**src/rtl/parport_pkg.sv**
```systemverilog
// Shared types and default timing constants for the parallel-port receiver.
package parport_pkg;

    // Handshake FSM states seen from the peripheral side.
    typedef enum logic [1:0] {
        PP_IDLE    = 2'd0,
        PP_ACK     = 2'd1,
        PP_WAIT_HI = 2'd2
    } pp_state_e;

    // 5 us acknowledge pulse at 32 MHz.
    localparam int PP_ACK_CYCLES_DEF = 160;
    // Consecutive synchronized samples before a strobe edge is believed.
    localparam int PP_FILTER_DEF     = 3;

endpackage

```
**src/rtl/parport_fifo.sv**
```systemverilog
// 8-bit first-word-fall-through receive FIFO. Push and pop in the same
// cycle are both honoured, even when full; pointers wrap modulo DEPTH.
module parport_fifo #(
    parameter  int DEPTH = 16,
    localparam int AW    = $clog2(DEPTH),
    localparam int LW    = AW + 1
) (
    input  logic          clk32,
    input  logic          reset_n,
    input  logic          push_i,
    input  logic [7:0]    wdata_i,
    input  logic          pop_i,
    output logic [7:0]    rdata_o,
    output logic          full_o,
    output logic          full_next_o,
    output logic          empty_o,
    output logic [LW-1:0] level_o
);

    logic [7:0]    mem_q [DEPTH];
    logic [AW-1:0] wr_ptr_q;
    logic [AW-1:0] rd_ptr_q;
    logic [LW-1:0] level_q;
    logic [LW-1:0] level_d;
    logic          do_push;
    logic          do_pop;

    assign empty_o     = (level_q == '0);
    assign full_o      = (level_q == LW'(DEPTH));
    assign do_pop      = pop_i && !empty_o;
    assign do_push     = push_i && (!full_o || do_pop);
    assign full_next_o = (level_d == LW'(DEPTH));
    assign level_o     = level_q;
    // Head byte is shown directly; forced to zero while empty so the
    // output is well defined out of reset.
    assign rdata_o     = empty_o ? 8'h00 : mem_q[rd_ptr_q];

    // Occupancy after this cycle's push/pop.
    always_comb begin
        // NOTE: every always_comb output gets a default first so no path leaves it unassigned (no latch).
        level_d = level_q;
        if (do_push && !do_pop) begin
            level_d = level_q + LW'(1);
        end else if (do_pop && !do_push) begin
            level_d = level_q - LW'(1);
        end
    end

    // Storage write.
    // NOTE: the data array is deliberately not reset; occupancy alone decides what is valid.
    always_ff @(posedge clk32) begin
        if (do_push) begin
            mem_q[wr_ptr_q] <= wdata_i;
        end
    end

    // Pointer and occupancy registers.
    always_ff @(posedge clk32 or negedge reset_n) begin
        if (!reset_n) begin
            wr_ptr_q <= '0;
            rd_ptr_q <= '0;
            level_q  <= '0;
        end else begin
            if (do_push) wr_ptr_q <= wr_ptr_q + AW'(1);
            if (do_pop)  rd_ptr_q <= rd_ptr_q + AW'(1);
            level_q <= level_d;
        end
    end

endmodule

```
**src/rtl/parport_rx.sv**
```systemverilog
// Centronics-style parallel-port receiver (peripheral end): synchronizes and
// filters the host strobe, captures bytes into a FIFO and drives BUSY/ACK.
module parport_rx
    import parport_pkg::*;
#(
    parameter  int FIFO_DEPTH = 16,
    parameter  int ACK_CYCLES = PP_ACK_CYCLES_DEF,
    parameter  int FILTER     = PP_FILTER_DEF,
    localparam int LW         = $clog2(FIFO_DEPTH) + 1
) (
    input  logic          clk32,
    input  logic          reset_n,
    input  logic          pp_strobe_n,
    input  logic [7:0]    pp_data,
    output logic          pp_busy,
    output logic          pp_ack_n,
    output logic [7:0]    rx_data,
    output logic          rx_valid,
    input  logic          rx_ready,
    output logic [LW-1:0] rx_level,
    output logic          overrun,
    input  logic          overrun_clr
);

    localparam int FW  = $clog2(FILTER + 1);
    localparam int AKW = $clog2(ACK_CYCLES + 1);

    logic           strobe_s1_q, strobe_s2_q;
    logic [7:0]     data_s1_q, data_s2_q;
    logic           stb_f_q;
    logic [FW-1:0]  flt_cnt_q;
    logic           fall_q;
    pp_state_e      state_q, state_d;
    logic [AKW-1:0] ack_cnt_q, ack_cnt_d;
    logic           busy_q, ack_n_q, overrun_q;
    logic           push, overrun_set;
    logic           fifo_full, fifo_full_next, fifo_empty;

    // Two-flop synchronizers for the asynchronous host pins.
    always_ff @(posedge clk32 or negedge reset_n) begin
        if (!reset_n) begin
            strobe_s1_q <= 1'b1;
            strobe_s2_q <= 1'b1;
            data_s1_q   <= 8'h00;
            data_s2_q   <= 8'h00;
        end else begin
            // NOTE: clocked state uses non-blocking assignments so every flop samples pre-edge values.
            strobe_s1_q <= pp_strobe_n;
            strobe_s2_q <= strobe_s1_q;
            data_s1_q   <= pp_data;
            data_s2_q   <= data_s1_q;
        end
    end

    // Glitch filter: accept a new strobe level after FILTER consecutive
    // differing samples; fall_q pulses on the accepted 1->0 change.
    always_ff @(posedge clk32 or negedge reset_n) begin
        if (!reset_n) begin
            stb_f_q   <= 1'b1;
            flt_cnt_q <= '0;
            fall_q    <= 1'b0;
        end else begin
            fall_q <= 1'b0;
            if (strobe_s2_q != stb_f_q) begin
                if (flt_cnt_q == FW'(FILTER - 1)) begin
                    stb_f_q   <= strobe_s2_q;
                    flt_cnt_q <= '0;
                    fall_q    <= !strobe_s2_q;
                end else begin
                    flt_cnt_q <= flt_cnt_q + FW'(1);
                end
            end else begin
                flt_cnt_q <= '0;
            end
        end
    end

    // Handshake next-state logic: capture on fall, time the ACK pulse,
    // then hold off until the host releases the strobe.
    always_comb begin
        state_d     = state_q;
        ack_cnt_d   = ack_cnt_q;
        push        = 1'b0;
        overrun_set = 1'b0;
        unique case (state_q)
            PP_IDLE: begin
                if (fall_q) begin
                    ack_cnt_d = '0;
                    state_d   = PP_ACK;
                    if (fifo_full) overrun_set = 1'b1;
                    else           push        = 1'b1;
                end
            end
            PP_ACK: begin
                if (ack_cnt_q == AKW'(ACK_CYCLES - 1)) state_d = PP_WAIT_HI;
                else                                  ack_cnt_d = ack_cnt_q + AKW'(1);
            end
            PP_WAIT_HI: begin
                if (stb_f_q) state_d = PP_IDLE;
            end
            default: state_d = PP_IDLE;
        endcase
    end

    // FSM state, registered BUSY/ACK and the sticky overrun flag.
    always_ff @(posedge clk32 or negedge reset_n) begin
        if (!reset_n) begin
            state_q   <= PP_IDLE;
            ack_cnt_q <= '0;
            busy_q    <= 1'b0;
            ack_n_q   <= 1'b1;
            overrun_q <= 1'b0;
        end else begin
            state_q   <= state_d;
            ack_cnt_q <= ack_cnt_d;
            busy_q    <= (state_d != PP_IDLE) || fifo_full_next;
            ack_n_q   <= (state_d != PP_ACK);
            if (overrun_set)      overrun_q <= 1'b1;
            else if (overrun_clr) overrun_q <= 1'b0;
        end
    end

    parport_fifo #(.DEPTH(FIFO_DEPTH)) u_fifo (
        .clk32       (clk32),
        .reset_n     (reset_n),
        .push_i      (push),
        .wdata_i     (data_s2_q),
        .pop_i       (rx_ready),
        .rdata_o     (rx_data),
        .full_o      (fifo_full),
        .full_next_o (fifo_full_next),
        .empty_o     (fifo_empty),
        .level_o     (rx_level)
    );

    assign rx_valid = !fifo_empty;
    assign pp_busy  = busy_q;
    assign pp_ack_n = ack_n_q;
    assign overrun  = overrun_q;

endmodule

```
**config.mk**
```make
export PLATFORM = sky130hd
export DESIGN_NAME = parport_rx
export DESIGN_NICKNAME = d
export VERILOG_FILES = /design/src/rtl/parport_pkg.sv /design/src/rtl/parport_fifo.sv /design/src/rtl/parport_rx.sv
export SDC_FILE = /design/constraint.sdc
export NUM_CORES = 1
export LEC_CHECK = 0
export CELL_PAD_IN_SITES_DETAIL_PLACEMENT = 1
export CELL_PAD_IN_SITES_GLOBAL_PLACEMENT = 1
export CORE_UTILIZATION = 41
export DETAILED_ROUTE_END_ITERATION = 8
export PLACE_DENSITY_LB_ADDON = 0.2
export SKIP_CTS_REPAIR_TIMING = 1
export SLEW_MARGIN = 30
export SYNTH_ARGS = -nofsm -noshare
export SYNTH_HDL_FRONTEND = slang
export SYNTH_SLANG_ARGS = --single-unit
```
**constraint.sdc**
```tcl
create_clock -name clk32 -period 3.33 [get_ports clk32]
set_input_delay 0.8325 -clock clk32 [delete_from_list [all_inputs] [get_ports clk32]]
set_output_delay 0.8325 -clock clk32 [all_outputs]
set_load 0.01 [all_outputs]
```
* Word-level counts from Yosys, hierarchy flattened
Memories as Yosys holds them, arrays and structs flattened.
Cells that the tools add are included.
** Word-level totals
- Word-level logic and storage cells :: 74
- Output and inout bits :: 17
- Memories kept :: 1
- Bits in writable memories :: 128
- Bits in registers :: 48
- Input port bits :: 13
** Cells by class
- Multiplexer cells :: 24
- Reductions and logical operators :: 18
- Eq/ne operators :: 10
- $add $sub $neg :: 6
** Memories
- u_fifo.mem_q :: depth 16, width 8, read ports 1, clocked after memory_dff 0, wr ports 1, RTL line parport_fifo.sv:20 : logic [7:0] mem_q [DEPTH];
** Operator list (count)
- 8-bit 2-to-1 mux :: 3
- 8-bit case mux with 2 select lines :: 1
- 1-bit 2-to-1 mux :: 12
- 5-bit equality test (second input constant) :: 2
- 2-bit 2-to-1 mux :: 5
- 5-bit 2-to-1 mux :: 2
- 4-bit by 1-bit adder with 4-bit output (second input constant) :: 2
- 8-bit by 1-bit adder with 8-bit output (second input constant) :: 1
- 8-bit equality test (second input constant) :: 1
- 2-bit case mux with 3 select lines :: 1
- 2-bit nonzero test :: 3
- 5-bit by 1-bit adder with 5-bit output (second input constant) :: 1
- 1-bit zero test :: 5
- 5-bit zero test :: 1
- 5-bit by 1-bit subtractor with 5-bit output (second input constant) :: 1
- 2-bit equality test (second input constant) :: 2
- 1-bit logical AND :: 4
- 2-bit inequality test (second input constant) :: 2
- 3-bit AND reduction :: 1
- 2-bit by 1-bit adder with 2-bit output (second input constant) :: 1
- 2-bit by 1-bit equality test with 1-bit output (second input constant) :: 1
- 2-bit zero test :: 1
- 1-bit logical OR :: 2
- 2-bit by 1-bit inequality test with 1-bit output (second input constant) :: 1
- 2 further kinds :: 2

* Logic depth before layout (Yosys ltp)
- Depth after elaboration :: 11
- Mapped depth :: 8
- Gate-level depth less buffers :: 7

* Modules after synthesis
A second synthesis with hierarchy kept.
** Unflattened totals
- Cells, all modules :: 366
- Area total of the unflattened synthesis :: 6920.4 um^2
** Modules (own cells, without submodules)
- parport_fifo :: cells each 276, instances 1, sequential area each 4169.0 um^2, area an instance 5686.7 um^2
- parport_rx :: cells each 90, instances 1, sequential area each 880.8 um^2, area an instance 1233.7 um^2

* Worst setup path before layout
OpenSTA, ideal clock, no wires.
- Kind :: reg-to-output
- Start :: register u_fifo.rd_ptr_q[0]
- End :: output port rx_data[0]
- Buffers on the path :: 2
- Arrival :: 1.978 ns
- Cell stages (with the launch flop) :: 6
- Data required time :: 2.497 ns
- Setup slack :: 0.520 ns
- Path through :: dfrtp_1 -> buf_2 -> buf_2 -> mux4_2 -> mux4_2 -> and2_1
** On the way
- Cells in the longest elaborated chain, start to end :: 2
** Ends and longest elaborated chain
- start: declaration :: RTL line parport_fifo.sv:22 : logic [AW-1:0] rd_ptr_q;
- start signal: assignment :: RTL line parport_fifo.sv:65 : if (do_pop) rd_ptr_q <= rd_ptr_q + AW'(1);
- memory read 16 x 8 bit
- 8-bit 2-to-1 mux :: RTL line parport_fifo.sv:36 : assign rdata_o = empty_o ? 8'h00 : mem_q[rd_ptr_q];
- end: declaration :: RTL line parport_rx.sv:17 : output logic [7:0] rx_data,
Every way passes these cells.

* Worst setup path after layout
- Start :: register u_fifo.rd_ptr_q[0]
- End :: output port rx_data[3]
Same word-level chain as after synthesis.

==> reports/metrics.cfg <==
[status]
status = finished, violations left
violations = negative setup slack

[critical_path]
reg2reg_depth = 8
crit_end = rx_data[3]
crit_type = reg -> out
r2r_slack_ns = 0.65
critical_path.slowest_cell = dfrtp_4
critical_path_arrival_ns = 2.61
r2r_end = u_fifo.mem_q[4][4]
cp-startpoint = u_fifo.rd_ptr_q[0]
critPathTopFamily = multiplexers
rr_startpoint = u_fifo.level_o[0]
worst_setup_path_end_kind = primary output
crit_fanout = 5
critPathRequiredTime_ns = 2.50
start_kind = flip-flop
path_cells = buf_6 -> clkbuf_16 -> buf_4 -> mux4_2 -> mux4_2 -> and2_4 -> clkbuf_2
critical_path_depth = 7
crit_top_cell = mux4_2
crit_buf_inv = 4
cpPeakStageDelay_ns = 0.54

[grt]
grt_overflow_total = 0
grt_pass1_wl_um = 22200
grt_max_degree = 36
globalRouteTotalUtil_pct = 17.6
antenna_found_initial = 0
grt_pass1_vias = 3742

[yosys]
synth-seq-area-share_pct = 72.1
synth_cells = 373
synth-edff-count = 128
avgSynthCellArea_um2 = 18.8
synth.distinct_cells = 48
ys_ff_latch = 176
synthFlopType = edfxtp_1
ys_async_sr_fraction_pct = 27.3
synth_area_mm2 = 0.00701
yosysWarnings = 0
synth.net_count = 395

[power_and_ir_drop]
powerDensity_mw_per_mm2 = 798
internal_power_mw = 4.75
ir_worst_vdd_mv = 0.372
comb_power_share_pct = 30.3
pwr-share-seq_pct = 41.1
power_leakage_nw = 2.95
p_total_mw = 6.68
netSwitchingPower_mw = 1.93
switching_share_pct = 28.9
clock_power_share_pct = 28.6

[cts]
cts_htree_levels = 4
cts_tree = done
cts-root-buf = clkbuf_16
cts.clk_slew.worst_paths_ns = 0.07
clock-sinks = 176
clk_path_buf_depth = 2
cts_buffers = 17
insertion_delay_ns = 0.43

[timing]
rsz0062_at_grt = yes
slew_violations = 0
setup_ws_ns = -0.117
period_share_pct = 104
tightest_slew_ns = 0.732
fin_skew_ns = 0.00809
fmax_ghz = 0.290
setup_viol_count_final = 4
hold-worst-slack_ns = 0.350
slew_headroom_pct = 51.2
hold_viol_final = 0
fin_crit_ns = 3.45

[job]
drv_cap = 0

[placed_design]
dp_cells = 617
io_buffers = 29
gp_congestion = 0.728
dpl_cell_area_mm2 = 0.00762
dp_hpwl_um = 9120

[layout]
final_common_cell = edfxtp_1
final_cell_mix = edfxtp_1, dfrtp_1, mux4_2
synthToLayoutAreaGrowth_pct = 19.4
stdcell_area_mm2 = 0.00836
layout-drive-gt1-share_pct = 26.6
nNetsFinal = 452
insertedDiodeCount = 0
postLayoutCoreUtil_pct = 50.3
final_cells = 663

[floorplanning]
core_area_mm2 = 0.0166
die_height_um = 133
die-area_mm2 = 0.0176
num_rows = 47
die_w_um = 133
start_util_pct = 42.1
ios = 30

[min_path]
hold_start = data_s1_q[4]
hold_path_class = reg -> reg

[routing]
dr.pass1.iters = 4
drt_iter0_drc = 201
ant_nets = 0
avgViaCountPerCell = 5.32
dr_total_vias = 3529
route.detailed.drc = 0
wl_um = 14600
routedWlPerCell_um = 22.1

[power by group through the flow]
stage	clock network (mW)	logic, mW	registers [mW]
CTS	1.95	1.89	2.74
detailed placement	0	1.87	2.78
finish	1.91	2.02	2.75
global placement	0	1.86	2.77
global route	2.02	2.18	2.78
floorplan	0	1.25	2.70
[state kept, by name, summed over array words and instances (netlist names)]
name,cells
stb_f_q,1
state_q,2
overrun,1
fall_q,1
u_fifo.rd_ptr_q,4
pp_ack_n,1
flt_cnt_q,2
strobe_s1_q,1
u_fifo.mem_q,128
u_fifo.level_o,5
data_s1_q,8
ack_cnt_q,8
pp_busy,1
data_s2_q,8
u_fifo.wr_ptr_q,4
strobe_s2_q,1
[per-stage QoR]
| step | setup slack (ns) | setup TNS [ns] |
|---|---|---|
| after floorplan | 0.520 | 0 |
| after global placement | 0.220 | 0 |
| after detailed placement | 0.218 | 0 |
| after CTS | -0.255 | -1.86 |
| after global routing | -0.157 | -0.474 |
| final | -0.117 | -0.251 |
[metal layers]
metal	track usage [%]	wire, um	vias to the layer above
li1	-	-	1579
met1	24.2	6540	1861
met2	28.1	7220	73
met3	3.10	667	16
met4	6.77	204	0
met5	0	0	-
[layout make-up]
cell class	instances	area [um2]
Tap cell	220	275
Sequential cell	176	5050
Inverter	9	33.8
Timing Repair Buffer	54	578
Clock buffer	18	450
Multi-Input combinational cell	172	1860
Clock inverter	14	118
Fill cell	1545	8280
[Yosys cell counts (2+ instances only)]
cell / count / share of area, %
inv_1: 9 / 0.48
ha_1: 9 / 1.6
a31oi_1: 2 / 0.18
nor3b_1: 4 / 0.43
xnor2_1: 14 / 1.8
clkbuf_1: 9 / 0.48
nor2_1: 13 / 0.70
nor3_1: 4 / 0.29
mux4_2: 40 / 13
o31ai_1: 2 / 0.21
nand2b_1: 2 / 0.18
buf_1: 2 / 0.11
xor2_1: 2 / 0.25
o2111ai_1: 2 / 0.25
and2_1: 22 / 2.0
nand2_1: 16 / 0.86
and4_1: 5 / 0.62
dfrtp_1: 44 / 16
dfstp_2: 4 / 1.5
a211oi_1: 2 / 0.21
buf_2: 4 / 0.29
a2111oi_0: 2 / 0.25
nand3_1: 3 / 0.21
o21ai_0: 5 / 0.36
edfxtp_1: 128 / 55
nand4_1: 2 / 0.18
[logic make-up after synthesis]
kind of cell / Yosys count / synth area share (%)
AO/OA/AOI/OAI: 26 / 3.14
XOR/XNOR: 16 / 2.00
adder cells (fa/ha/maj): 9 / 1.61
buffers and inverters: 25 / 1.52
flip-flops: 176 / 72.1
multiplexers: 42 / 13.2
AND/OR/NAND/NOR: 79 / 6.48
[worst reg2reg max path, delay by kind of cell, from the launching register on]
family	cells	cell delay (ns)
adder cells (fa/ha/maj)	1	0.27
AND/OR/NAND/NOR	5	1.25
flip-flops	1	0.47
buffers and inverters	2	0.40
[worst min-delay path by stage]
stage                         endpoint  slack [ns]  depth (start not counted)
after floorplan           data_s2_q[0]        0.33                          0
after global placement    data_s2_q[2]        0.34                          0
after detailed placement  data_s2_q[4]        0.34                          0
after CTS                 data_s2_q[4]        0.35                          0
after global routing       strobe_s2_q        0.36                          0
final                     data_s2_q[4]        0.35                          0
Power figures use the tool's default switching activity.
